**src/rtl/data_mem_arbiter.sv**
```systemverilog
// ============================================================================
//  Module      : data_mem_arbiter
//  Description : Round-robin two-port arbiter and access sequencer for a
//                single-cycle data memory (sample / ACCESS / DONE).
//  Revision    : 1.0 - initial release
// ============================================================================
`default_nettype none

module data_mem_arbiter #(
    parameter int AW = 8,
    parameter int DW = 8
) (
    input  logic          clk,
    input  logic          rst,
    input  logic          req0,
    input  logic          req1,
    input  logic          we0,
    input  logic          we1,
    input  logic [AW-1:0] addr0,
    input  logic [AW-1:0] addr1,
    input  logic [DW-1:0] wdata0,
    input  logic [DW-1:0] wdata1,
    output logic          gnt0,
    output logic          gnt1,
    output logic          done0,
    output logic          done1,
    output logic [DW-1:0] rdata0,
    output logic [DW-1:0] rdata1,
    output logic          busy,
    output logic          mem_write,
    output logic [AW-1:0] mem_addr,
    output logic [DW-1:0] mem_wdata,
    input  logic [DW-1:0] mem_rdata
);

    localparam logic [1:0] C_ST_IDLE   = 2'd0;
    localparam logic [1:0] C_ST_ACCESS = 2'd1;
    localparam logic [1:0] C_ST_DONE   = 2'd2;

    logic [1:0]    r_state, w_state_d;
    logic          r_sel,   w_sel_d;
    logic          r_we,    w_we_d;
    logic [AW-1:0] r_addr,  w_addr_d;
    logic [DW-1:0] r_wdata, w_wdata_d;
    logic          r_prio,  w_prio_d;
    logic [DW-1:0] r_rdata0, w_rdata0_d;
    logic [DW-1:0] r_rdata1, w_rdata1_d;
    logic          w_pick;
    logic [DW-1:0] w_result;

    always_comb begin
        w_state_d  = r_state;
        w_sel_d    = r_sel;
        w_we_d     = r_we;
        w_addr_d   = r_addr;
        w_wdata_d  = r_wdata;
        w_prio_d   = r_prio;
        w_rdata0_d = r_rdata0;
        w_rdata1_d = r_rdata1;
        // Contention goes to the pointer; a lone request wins outright.
        w_pick     = (req0 && req1) ? r_prio : req1;
        w_result   = r_we ? r_wdata : mem_rdata;

        case (r_state)
            C_ST_IDLE: begin
                if (req0 || req1) begin
                    w_state_d = C_ST_ACCESS;
                    w_sel_d   = w_pick;
                    w_we_d    = w_pick ? we1    : we0;
                    w_addr_d  = w_pick ? addr1  : addr0;
                    w_wdata_d = w_pick ? wdata1 : wdata0;
                end
            end
            C_ST_ACCESS: begin
                if (r_sel) w_rdata1_d = w_result;
                else       w_rdata0_d = w_result;
                w_prio_d  = ~r_sel;
                w_state_d = C_ST_DONE;
            end
            C_ST_DONE: begin
                w_state_d = C_ST_IDLE;
            end
            default: begin
                w_state_d = C_ST_IDLE;
            end
        endcase
    end

    always_ff @(posedge clk) begin
        if (rst) begin
            r_state  <= C_ST_IDLE;
            r_sel    <= 1'b0;
            r_we     <= 1'b0;
            r_addr   <= '0;
            r_wdata  <= '0;
            r_prio   <= 1'b0;
            r_rdata0 <= '0;
            r_rdata1 <= '0;
        end else begin
            r_state  <= w_state_d;
            r_sel    <= w_sel_d;
            r_we     <= w_we_d;
            r_addr   <= w_addr_d;
            r_wdata  <= w_wdata_d;
            r_prio   <= w_prio_d;
            r_rdata0 <= w_rdata0_d;
            r_rdata1 <= w_rdata1_d;
        end
    end

    assign gnt0      = (r_state == C_ST_ACCESS) && !r_sel;
    assign gnt1      = (r_state == C_ST_ACCESS) &&  r_sel;
    assign done0     = (r_state == C_ST_DONE)   && !r_sel;
    assign done1     = (r_state == C_ST_DONE)   &&  r_sel;
    assign busy      = (r_state != C_ST_IDLE);
    assign mem_write = (r_state == C_ST_ACCESS) && r_we;
    assign mem_addr  = r_addr;
    assign mem_wdata = r_wdata;
    assign rdata0    = r_rdata0;
    assign rdata1    = r_rdata1;

endmodule

`default_nettype wire

```
**config.mk**
```make
export PLATFORM = sky130hd
export DESIGN_NAME = data_mem_arbiter
export DESIGN_NICKNAME = d
export VERILOG_FILES = /design/src/rtl/data_mem_arbiter.sv
export SDC_FILE = /design/constraint.sdc
export NUM_CORES = 1
export LEC_CHECK = 0
export BUFFER_PORTS_ARGS = -buffer_cell sky130_fd_sc_hd__buf_2
export CAP_MARGIN = 25
export CORE_UTILIZATION = 35
export CTS_CLUSTER_SIZE = 25
export DETAILED_ROUTE_END_ITERATION = 8
export GPL_ROUTABILITY_DRIVEN = 0
export HOLD_SLACK_MARGIN = 0.06
export SLEW_MARGIN = 25
export SYNTH_ARGS = -nofsm -noshare
export SYNTH_HDL_FRONTEND = slang
export SYNTH_SLANG_ARGS = --single-unit
```
**constraint.sdc**
```tcl
create_clock -name clk -period 3.3 [get_ports clk]
set_clock_uncertainty 0.15 [all_clocks]
set_input_delay 0.66 -clock clk [delete_from_list [all_inputs] [get_ports clk]]
set_output_delay 0.66 -clock clk [all_outputs]
set_load 0.05 [all_outputs]
```
==> results.md <==
* First-pass GRT wire length at 7514 microns
* DR vias at 1647
* Worst Path Arrival at 1.51 ns
* Endpoints failing hold at 0
* Post-synth EDFFs at 0
* I/O pins at 84
* CP required at 2.49 ns
* Clk buf depth at 2
* Core Area at 4504 sq um
* Adder-cell share of the synthesized area at 0
* Number of global-route vias before repair at 1531
* IO Port Bufs at 83
* Hold Crit Class: flop to flop
* Fin Hold WS at 0.3469 ns
* Most area-hungry cell type in the Yosys netlist: dfxtp_1
* Layout cells sized above 1 at 0.4208
* Run status: finished clean
* Nets at 304
* Max IR drop VDD at 0.2722 mV
* Hold Crit Depth at 2
* Post-DP HPWL at 3114 microns
* Crit. End Element: output port
* Top-count cell post-synth: dfxtp_1
* Register area share after synthesis at 0.4372
* Total CTS buffers at 5
* Cells after Synth at 184
* Complex-gate fraction of the synthesized area at 0.2917
* Crit share post-route at 0.7035
* Multiplexer share of the synthesized area at 0.04727
* Antenna viol nets, final at 0
* Sequential share of power at 0.405
* Synth cell count leaders: dfxtp_1 (37), a21oi_1 (19), nand3_1 (18)
* DP Cell Count at 303
* P&R area growth vs syn at 30.13%
* Slew @ Worst Pin at 0.7998 ns
* Main combinational cell family by area after synthesis: compound AO/OA/AOI/OAI gates
* Endpoints failing setup at 0
* Initial Util at 0.3761
* Share of total power in combinational logic at 0.281
* FP Rows at 24
* Die H at 71.57 microns
* Initial antenna violation count at 0
* Pwr dens at 585.7 nW/um^2
* Post-synth net total at 230
* Yosys Warn Count at 0
* Antenna diodes at 0
* Post-Synth Simple-Gate Area at 0.1581
* R2r setup slk at 1.49 ns
* Via/cell ratio at 5.296
* Fin area at 2205 sq um
* Slew Viols, Final at 0
* Post-CTS Setup Inserts at 0
* # clock sinks at 37
* Worst Path Class, Setup: flop to output port
* Critical path's slowest cell: dfxtp_1
* First drt pass iteration count at 4
* Sw Share at 0.3662
* # fillers at 452
* Async SR Flop Fraction at 0
* Mapped cell area at 1694 sq um
* Max Cap Violations at 0
* # hold bufs at CTS at 0
* Top FF cell, synth: dfxtp_1
* Die width at 71.57 microns
* Unrepaired setup endpoints after global routing: false
* GRT Util Overall at 0.1889
* Internal power at 0.0008184 W
* Cts repair resizes at 0
* Max stage delay on crit path at 0.47 ns
* H-Tree Depth at 2
* Final Critical Period at 2.321 ns
* Slew headroom at 0.4668
* Peak Freq at 0.4308 GHz
* Crit Path Max Fanout at 17
* Yosys top cell area share at 0.4372
* Leak at 0.9467 nW
* Yosys reg bits at 37
* Largest net degree at the start of global routing at 38
* Clk slew on worst S/H paths at 0.08 ns
* R2R cell count at 4
* Non-Filler Instances at 311
* Post-synth cell types at 25
* Die area at 5122 sq um
* Synth Area in XOR/XNOR at 0
* Synth area leaders: dfxtp_1 (44%), a311oi_1 (8.8%), a211oi_2 (5.9%), a21oi_1 (5.6%), nand3_1 (5.3%)
* Placed Area at 2090 sq um
* Clock Power Share at 0.314
* Congestion Overflow GR at 0
* DRC at 0
* Total Routed Length at 4603 microns
* Setup TNS at 0 ns
* Iteration-0 DRC Markers at 101
* Root buffer cell: clkbuf_8
* CP cell instances: nor3b_4 -> buf_4 -> buf_2
* Routed len/inst at 14.80 microns
* Clk Latency, worst-skew pair at 0.30 ns
* Startpoint type of the worst setup path: flop
* NetSw at 0.0004728 W
* TritonCTS clock tree: yes
* Mean Syn Cell Area at 9.207 sq um
## cells by family (layout without fill, tap and decap cells)
group           Yosys count  count (layout)
simple gates             48              48
mux                       8               8
flops                    37              37
buf+inv                  21              96
compound gates           70              70
## area by class of cell
| type | count | area [sq um] | share of cell area |
|---|---|---|---|
| clock inverters | 3 | 46.29 | 0.02100 |
| well taps | 52 | 65.06 | 0.02951 |
| repair buffers | 85 | 430.4 | 0.1952 |
| multi-input cells | 126 | 842.1 | 0.3820 |
| clock buffers | 5 | 68.82 | 0.03121 |
| flip-flops and latches | 37 | 740.7 | 0.3360 |
| inverters | 3 | 11.26 | 0.005108 |
## worst paths after layout
check / start / to
setup reg to reg: r_state[1]$_SDFFE_PP0P_ / mem_addr[7]$_SDFFE_PP0P_
hold / removal: rdata0[5]$_SDFFE_PP0P_ / rdata0[5]$_SDFFE_PP0P_
setup / recovery: r_state[0]$_SDFFE_PP0P_ / gnt0
hold reg to reg: rdata0[5]$_SDFFE_PP0P_ / rdata0[5]$_SDFFE_PP0P_
## registers in the layout, summed over array words and instances, names as in the netlist
name,flops
mem_addr,8
mem_wdata,8
rdata0,8
rdata1,8
r_state,2
r_prio,1
r_sel,1
r_we,1
## power by group through the flow
stage | Sequential [W] | Combinational [W] | Clock (W)
2_1_floorplan | 0.000649 | 0.000158 | 0
3_3_place_gp | 0.000535 | 0.000361 | 0
3_5_place_dp | 0.000533 | 0.000364 | 0
4_1_cts | 0.000524 | 0.000365 | 0.000412
5_1_grt | 0.000530 | 0.000390 | 0.000433
6_report | 0.000523 | 0.000363 | 0.000405
## cells in the final DEF (no fill, tap or decap), drive strengths merged
cell | synthesis | final
clkinv | 0 | 1
nand2b | 1 | 1
clkinvlp | 0 | 1
bufinv | 0 | 1
or2 | 1 | 1
and2b | 1 | 1
a311oi | 17 | 17
nand3 | 18 | 18
clkbuf | 7 | 5
dfxtp | 37 | 37
nor2 | 19 | 19
nor3 | 3 | 3
nor3b | 3 | 3
buf | 11 | 85
a211oi | 16 | 16
o21ai | 18 | 18
a21oi | 19 | 19
and3b | 1 | 1
mux2i | 8 | 8
inv | 3 | 3
and3 | 1 | 1
## layer usage
layer	track usage	vias up	share of wire	wire length (microns)
met5	0	-	0	0
met1	0.2563	725	0.48	2227
met3	0.04501	10	0.065	300
met2	0.2772	71	0.43	1970
met4	0.1024	0	0.023	104
li1	-	841	-	-
## through the flow
step                      worst slack [ns]    util  total power, W
after global routing                0.8599  0.4894        0.001353
after floorplan                     0.7919       -       0.0008064
after detailed placement             1.120  0.4639       0.0008975
after global placement               1.137  0.4639       0.0008957
final                               0.9786  0.4894        0.001291
after CTS                           0.9507  0.4894        0.001301
## critical path, delay by kind of cell (launching register included)
family | cells | cell delay, ns
DFF | 1 | 0.47
and+or+nand+nor | 1 | 0.22
buffers and inverters | 2 | 0.53
Power figures use the tool's default switching activity.
